[config.mk]
export PLATFORM = sky130hd
export DESIGN_NAME = noc_out_port
export DESIGN_NICKNAME = d
export VERILOG_FILES = /design/src/rtl/noc_out_port.sv
export SDC_FILE = /design/constraint.sdc
export NUM_CORES = 1
export LEC_CHECK = 0
export BUFFER_PORTS_ARGS = -buffer_cell sky130_fd_sc_hd__buf_2
export CAP_MARGIN = 20
export CORE_MARGIN = 10
export CORE_UTILIZATION = 45
export CTS_CLUSTER_SIZE = 24
export DETAILED_ROUTE_END_ITERATION = 10
export PLACE_DENSITY = 0.77
export SYNTH_ARGS = -nofsm -noshare
export SYNTH_HDL_FRONTEND = slang
export SYNTH_SLANG_ARGS = --single-unit
[constraint.sdc]
create_clock -name clk -period 2.5 [get_ports clk]
set_clock_uncertainty 0.05 [all_clocks]
set_input_delay 0.125 -clock clk [delete_from_list [all_inputs] [get_ports clk]]
set_output_delay 0.125 -clock clk [all_outputs]
set_load 0.005 [all_outputs]
[src/rtl/noc_out_port.sv]
// Router output port: registers the granted flit onto the link,
// tracks downstream credits, and owns the round-robin turn vector.
//
// Ports:
//   clk, rst             clock, synchronous active-high reset
//   port_enable          grant from routing logic this cycle
//   port_select          source input 0=N 1=S 2=E 3=W 4=L
//   N/S/E/W/L_data_i     head flit of each input FIFO
//   credit_return_i      downstream freed one buffer slot
//   data_o, valid_o      registered link flit, one-cycle valid pulse
//   port_full            no credits left (from credit register only)
//   turn                 one-hot round-robin owner {N,S,E,W,L}
//   err_o                sticky protocol-violation flag
module noc_out_port #(
  parameter int DATA_W = 8,
  parameter int CREDITS = 4,
  parameter int CRED_W = 3,
  parameter logic [4:0] IN_MASK = 5'b11111,
  parameter logic [4:0] INIT_TURN = 5'b10000
) (
  input  logic              clk,
  input  logic              rst,
  input  logic              port_enable,
  input  logic [2:0]        port_select,
  input  logic [DATA_W-1:0] N_data_i,
  input  logic [DATA_W-1:0] S_data_i,
  input  logic [DATA_W-1:0] E_data_i,
  input  logic [DATA_W-1:0] W_data_i,
  input  logic [DATA_W-1:0] L_data_i,
  input  logic              credit_return_i,
  output logic [DATA_W-1:0] data_o,
  output logic              valid_o,
  output logic              port_full,
  output logic [4:0]        turn,
  output logic              err_o
);

  localparam logic [CRED_W-1:0] L_CMAX =
    CRED_W'(CREDITS);

  logic [DATA_W-1:0] r_data;
  logic              r_valid;
  logic [CRED_W-1:0] r_cred;
  logic [4:0]        r_turn;
  logic              r_err;

  logic [4:0]        w_sel_oh;
  logic [DATA_W-1:0] w_mux;
  logic              w_accept;
  logic              w_reject;
  logic              w_ovf;
  logic [9:0]        w_dbl;
  logic [4:0]        w_cand;
  logic [4:0]        w_turn_nxt;
  logic              w_found;

  always_comb begin
    w_sel_oh = 5'b00000;
    w_mux = '0;
    case (port_select)
      3'd0: begin
        w_sel_oh = 5'b10000;
        w_mux = N_data_i;
      end
      3'd1: begin
        w_sel_oh = 5'b01000;
        w_mux = S_data_i;
      end
      3'd2: begin
        w_sel_oh = 5'b00100;
        w_mux = E_data_i;
      end
      3'd3: begin
        w_sel_oh = 5'b00010;
        w_mux = W_data_i;
      end
      3'd4: begin
        w_sel_oh = 5'b00001;
        w_mux = L_data_i;
      end
      default: begin
        w_sel_oh = 5'b00000;
        w_mux = '0;
      end
    endcase
  end

  assign port_full = (r_cred == '0);

  // Out-of-range selects decode to zero, which never matches
  // a one-hot turn, so they are rejected here too.
  assign w_accept = port_enable & ~port_full
                  & (w_sel_oh == r_turn)
                  & (|(w_sel_oh & IN_MASK));
  assign w_reject = port_enable & ~w_accept;
  assign w_ovf = credit_return_i & ~w_accept
               & (r_cred == L_CMAX);

  // Rotating right by i moves ownership i steps along
  // N->S->E->W->L; take the first step landing in IN_MASK.
  assign w_dbl = {r_turn, r_turn};

  always_comb begin
    w_turn_nxt = r_turn;
    w_found = 1'b0;
    w_cand = r_turn;
    for (int i = 1; i <= 5; i++) begin
      w_cand = w_dbl[i +: 5];
      if (!w_found && (|(w_cand & IN_MASK))) begin
        w_turn_nxt = w_cand;
        w_found = 1'b1;
      end
    end
  end

  always_ff @(posedge clk) begin
    if (rst) begin
      r_data <= '0;
      r_valid <= 1'b0;
      r_cred <= L_CMAX;
      r_turn <= INIT_TURN;
      r_err <= 1'b0;
    end else begin
      r_valid <= w_accept;
      if (w_accept) begin
        r_data <= w_mux;
      end
      if (w_reject | w_ovf) begin
        r_err <= 1'b1;
      end
      case ({w_accept, credit_return_i})
        2'b10: r_cred <= r_cred - 1'b1;
        2'b01: begin
          if (r_cred != L_CMAX) begin
            r_cred <= r_cred + 1'b1;
          end
        end
        default: r_cred <= r_cred;
      endcase
      // Freeze while starved so the current owner goes first
      // once credits come back.
      if (!port_full) begin
        r_turn <= w_turn_nxt;
      end
    end
  end

  assign data_o = r_data;
  assign valid_o = r_valid;
  assign turn = r_turn;
  assign err_o = r_err;

endmodule

==> impl_results.md, run 1 <==
- Run status: completed
- EDFF count, synth: 0
- Width of the die: 72.57 um
- Gr ovfl total: 0
- Maximum clock path buffer count: 2
- Max Cap Viol: 0
- DR vias/cell: 5.333
- Layout cells sized above 1: 0.3814
- Syn-to-layout area delta: 29.78%
- Synth top area cells: dfxtp_1 29%, mux2i_1 9.7%, nor2_1 8.5%
- Nets: 264
- CP max stage delay: 0.41 ns
- Row count: 19
- HP Class: input pin to flip-flop
- Iter 0 DRT Violations: between 40 and 50
- Number of port buffers: 62
- Mapped cell area: 0.001244 sq mm
- Hold buffers post-CTS: 0
- PostCTS Resize Cnt: 0
- Cells after synthesis: 155
- Synth Flop Type: dfxtp_1
- Setup crit start kind: flip-flop
- Routed WL: about 3400 um
- Final ANT Viol Nets: 0
- WP data required: 2.64 ns
- Largest area contributor in the netlist: dfxtp_1
- Clk slew on worst S/H paths: about 0.11 ns
- Syn. warnings: 0
- Met2 usage: 0.1985
- VDD IR-drop max: roughly 0.00027 V
- Worst setup path class: flip-flop to flip-flop
- Asr flop ratio synth: 0
- FF+latch count, synth: 18
- Clk_lat worst skew: 0.29 ns
- Core ar.: 0.002710 sq mm
- Routability Congestion: 0.7772
- Pre-antenna DRT Iters: 4
- Largest net degree at the start of global routing: 21
- Layout fillers: around 260
- Fin. max-slew vios: 0
- Register area share after synthesis: 0.2897
- Die H: approximately 73 um
- Most Used Layer, Global Route: met2
- GRT Total Usage: 0.1255
- Vias in the first global route: 1320
- Slew HR: 0.6968
- Setup bufs post-CTS: 0
- DRC viols: 0
- Critical Path, Cell by Cell: or3_1, a22o_1, o311ai_4, o21ai_4, fa_1, nor2_1, a2bb2oi_1, a2111o_1
- Final Hold Vio Count: 0
- Die ar.: 0.005266 sq mm
- Starting Density: 0.4589
- TritonCTS clock tree: yes
- Worst-path fanout max: 6
- Pwr Total: 684.8 uW
- Mean Syn Cell Area: 8.024 sq um
- Max frequency: 436.0 MHz
- Number of diodes: 0
- Syn nets: 203
- Min Tclk post-route: 2.294 ns
- DR WL/cell: approximately 14 um
- Final setup viols: 0
- Root buf cell: clkbuf_4
- First-pass GRT wire length: 5575 um
- Cts bufs inserted: 3
- H-Tree Level Count: 1
- RSZ-0062 raised after global routing: false
- Clock Sinks: 18
- PD cells: 424.3 mW/mm^2
- Initial antenna violation count: 0
- Fin crit share: 0.9175
- HPWL Detailed: a little under 3000 um
- Routing usage on met3: 0.04218
- Top Ports: 63
- Top cell type's share of synthesized area: 0.2897
- Synth cell types: 40
- Total negative slack: 0 ns
- Worst slew pin tran: 0.4538 ns
- Critical Path Sink Type: flip-flop
- Routing usage on met1: 0.1517
- Leak: 0.0007357 uW
- Critical path arrival: 2.43 ns
- Vias: 1312
- Critical path's slowest cell: fa_1
==> critical path, delay by kind of cell (launching register included) <==
| kind | cells | cell delay, ns |
|---|---|---|
| DFF | 1 | 0.37 |
| adders and majority gates | 1 | 0.41 |
| AOI/OAI and AO/OA | 5 | 0.86 |
| and+or+nand+nor | 2 | 0.51 |
==> cell type report <==
cell class / count / area, sq um / area share
clock buffer: 4 / 36.28 / 0.02248
inverter: 5 / 18.77 / 0.01163
multi-input combinational: 120 / 804.5 / 0.4984
sequential: 18 / 360.3 / 0.2233
tap: 31 / 38.79 / 0.02403
timing repair buffer: 68 / 355.3 / 0.2202
==> report_power, final <==
group / leakage [uW] / switching (uW) / internal [uW] / total, uW
sequential: 0.000147 / 12.5 / 300 / 313
clock: 0.0000210 / 91.6 / 88.7 / 180
combinational: 0.000568 / 96.6 / 95.1 / 192
total: 0.000736 / 201 / 484 / 685
==> path summary, 6_finish.rpt <==
check                                       startpoint                     end  slack [ns]  depth (start not counted)
worst max-delay path              turn[4]$_SDFFE_PP1P_  r_cred[2]$_SDFFE_PP1P_        0.21                          8
worst min-delay path                       port_enable      err_o$_SDFFE_PP0P_        0.14                          4
worst max register to register    turn[4]$_SDFFE_PP1P_  r_cred[2]$_SDFFE_PP1P_        0.21                          8
worst min register to register  data_o[1]$_SDFFE_PP0P_  data_o[1]$_SDFFE_PP0P_        0.45                          2
==> cells in the final DEF, fill, tap and decap left out, types with 2 or more instances in the layout <==
cell type	n
nor3_1	18
clkbuf_4	3
inv_1	5
nand2_1	4
a21oi_1	5
nand2b_1	3
a31oi_1	3
buf_4	6
o22ai_1	9
nor2b_1	4
mux2_2	4
nor2_1	28
dfxtp_1	18
o21bai_1	2
buf_2	62
mux2i_1	12
a22oi_1	6
o21a_1	2
==> Yosys cell counts, types with 2 or more instances <==
master    number
buf_2          3
a21oi_1        5
nor2_1        28
a31oi_1        3
inv_1          5
dfxtp_1       18
o21bai_1       2
o21a_1         2
o22ai_1        9
nor2b_1        4
clkbuf_1       4
nor3_1        18
nand2_1        4
mux2i_1       12
nand2b_1       3
buf_1          3
a22oi_1        6
mux2_2         4
==> per-stage QoR <==
step / utilization / instances / cell area, sq um / hold slack [ns] / worst slack (ns)
floorplan: - / 155 / 1244 / 0.2600 / 0.1818
global placement: 0.5822 / 242 / 1578 / 0.4372 / 0.2773
detailed placement: 0.5822 / 242 / 1578 / 0.4391 / 0.1997
CTS: 0.5956 / 246 / 1614 / 0.1431 / 0.1861
global route: 0.5956 / 246 / 1614 / 0.1677 / 0.1405
finish: 0.5956 / 246 / 1614 / 0.1421 / 0.2062
==> logic make-up after synthesis <==
kind of cell,after synthesis,share of synthesized area
simple gates,65,0.2555
fa+ha+maj,1,0.01610
flops,18,0.2897
buf+inv,17,0.06338
mux,16,0.1328
xor+xnor,1,0.007044
compound gates,37,0.2354
==> flip-flops by register name, indices dropped and copies added, names as in the netlist <==
signal,flops
r_cred,3
data_o,8
turn,5
err_o,1
valid_o,1
==> metal layers <==
metal,part of all wire,wire length [um],vias to the layer above
met5,0,0,-
li1,-,-,686
met1,0.45,1548,574
met4,0.014,47,0
met3,0.085,293,4
met2,0.45,1551,48
Note: power is estimated with default switching activity, not from simulation.
==> run 2: changes to the inputs <==
PLACE_DENSITY = 0.81   (was 0.77)
==> impl_results.md, run 2 (synthesis results as in run 1) <==
- GRT Total Usage: 0.1308 (+0.005288)
- Max frequency: 433.6 MHz (-0.53%)
- Final ANT Viol Nets: 0 (unchanged)
- HPWL Detailed: 2907 um (+0.38%)
- Slew HR: 0.7093 (+0.01251)
- Final Cell Area: 0.001622 sq mm (+0.47%)
- Width of the die: 72.57 um (unchanged)
- R2R depth: 8 (unchanged)
- First-pass GRT wire length: 5713 um (+2.5%)
- VDD IR-drop max: 0.0002975 V (+10%)
- Root buf cell: clkbuf_4
- Die H: 72.57 um (unchanged)
- HP Class: input pin to flip-flop
- Routability Congestion: 0.7506 (-3.4%)
- Commonest non-fill, non-tap cell in the layout: buf_2
- H-Tree Level Count: 1 (unchanged)
- DRC viols: 0 (unchanged)
- Critical Path Sink Type: flip-flop
- Min Tclk post-route: 2.306 ns (+0.01221 ns)
- Syn-to-layout area delta: 30.38%
- Hold Crit Endpoint: turn[1]$_SDFFE_PP0P_
- Hold buffers post-CTS: 0 (unchanged)
- Pwr Total: 683.5 uW (-0.18%)
- Worst hold path depth: 2 (-2)
- WP data required: 2.64 ns (about the same)
- Initial antenna violation count: 0 (unchanged)
- Most frequent cells in the layout: 62 x buf_2, 28 x nor2_1, 18 x nor3_1, 18 x dfxtp_1, 12 x mux2i_1
- Clk slew on worst S/H paths: 0.10 ns (about the same)
- Leak: 0.0007409 uW (+0.70%)
- RSZ-0062 raised after global routing: false
- TritonCTS clock tree: yes
- Max FFs per register: 8 (unchanged)
- Fin. max-slew vios: 0 (unchanged)
- Gr ovfl total: 0 (unchanged)
- Iter 0 DRT Violations: 52 (+18%)
- Largest net degree at the start of global routing: 21 (unchanged)
- Number of port buffers: 62 (unchanged)
- Fin crit share: 0.9224 (+0.004883)
- Routed WL: 3403 um (-1.1%)
- Row count: 19 (unchanged)
- Post-Place Setup Slack: 0.2052 ns (+0.005497 ns)
- Final Hold Vio Count: 0 (unchanged)
- Crit Reg-Reg Startpoint: turn[4]$_SDFFE_PP1P_
- Worst setup path class: flip-flop to flip-flop
- Final setup viols: 0 (unchanged)
- PD cells: 421.5 mW/mm^2 (-0.64%)
- Reg-to-reg slack, setup: 0.19 ns (about the same)
- Min-delay src: rst
- PostCTS Resize Cnt: 0 (unchanged)
- Starting Density: 0.4589 (unchanged)
- Max Cap Viol: 0 (unchanged)
- Core ar.: 0.002710 sq mm (unchanged)
- Setup bufs post-CTS: 0 (unchanged)
- Pre-antenna DRT Iters: 4 (unchanged)
- Layout cells sized above 1: 0.3843 (+0.002864)
- Clk_lat worst skew: 0.30 ns (about the same)
- Vias: 1310 (-0.15%)
- DR WL/cell: 13.78 um (-1.5%)
- Critical R2R Capture: r_cred[2]$_SDFFE_PP1P_
- Critical path arrival: 2.45 ns (+0.02 ns)
- Nets: 265 (+0.38%)
- Total negative slack: 0 ns (unchanged)
- Clock Sinks: 18 (unchanged)
- Setup ws final: 0.1940 ns (-0.01221 ns)
- Run status: completed
- Worst hold-check slack: 0.1362 ns (-0.005896 ns)
- Worst slew pin tran: 0.4351 ns (-0.01872 ns)
- Worst-path fanout max: 6 (unchanged)
- Setup crit start kind: flip-flop
- Die ar.: 0.005266 sq mm (unchanged)
- Area after DPL: 0.001585 sq mm (+0.48%)
- Vias in the first global route: 1312 (-0.61%)
- Maximum clock path buffer count: 2 (unchanged)
- DR vias/cell: 5.304 (-0.56%)
- Top Ports: 63 (unchanged)
- Number of diodes: 0 (unchanged)
- Cts bufs inserted: 3 (unchanged)
-- run 2: cell types whose count changed in the layout (fill, tap and decap cells not counted), sizes merged --
cell and change:
buf +1
-- run 2: layer usage --
metal	wire length [um]	track usage	part of all wire	vias to the layer above
met5	0	0	0	-
met4	79	0.08228	0.023	0
met3	320	0.04626	0.094	4
met2	1505	0.2023	0.44	44
met1	1497	0.1495	0.44	578
li1	-	-	-	684
-- run 2: per-stage QoR --
stage            util  cells
2_1_floorplan       -    155
3_3_place_gp   0.5849    243
3_5_place_dp   0.5849    243
4_1_cts        0.5983    247
5_1_grt        0.5983    247
6_report       0.5983    247
-- run 2: power by group --
part           switching [uW]  internal [uW]
Combinational            95.5           95.8
Sequential               12.3            300
Clock                    90.8           88.9
-- run 2: cell type report --
class                      instances  area, sq um
clock buffer                       4        36.28
fill                             280         1089
inverter                           5        18.77
multi-input combinational        120        804.5
sequential                        18        360.3
tap                               31        38.79
timing repair buffer              69        362.8
-- run 2: worst max-delay path: stages, from the launching register on --
cell,delay [ns]
dfxtp_1,0.36
or3_1,0.37
a22o_1,0.21
o311ai_4,0.08
o21ai_4,0.08
fa_1,0.40
nor2_1,0.13
a2bb2oi_1,0.09
a2111o_1,0.42
-- run 2: how the worst max path moves through the flow --
stage,from,endpoint,depth (start not counted)
6_report,turn[4]$_SDFFE_PP1P_,r_cred[2]$_SDFFE_PP1P_,8
5_1_grt,turn[4]$_SDFFE_PP1P_,r_cred[2]$_SDFFE_PP1P_,8
4_1_cts,turn[4]$_SDFFE_PP1P_,r_cred[2]$_SDFFE_PP1P_,8
3_5_place_dp,turn[4]$_SDFFE_PP1P_,r_cred[2]$_SDFFE_PP1P_,8
3_3_place_gp,turn[4]$_SDFFE_PP1P_,r_cred[2]$_SDFFE_PP1P_,8
2_1_floorplan,r_cred[2]$_SDFFE_PP1P_,r_cred[2]$_SDFFE_PP1P_,8
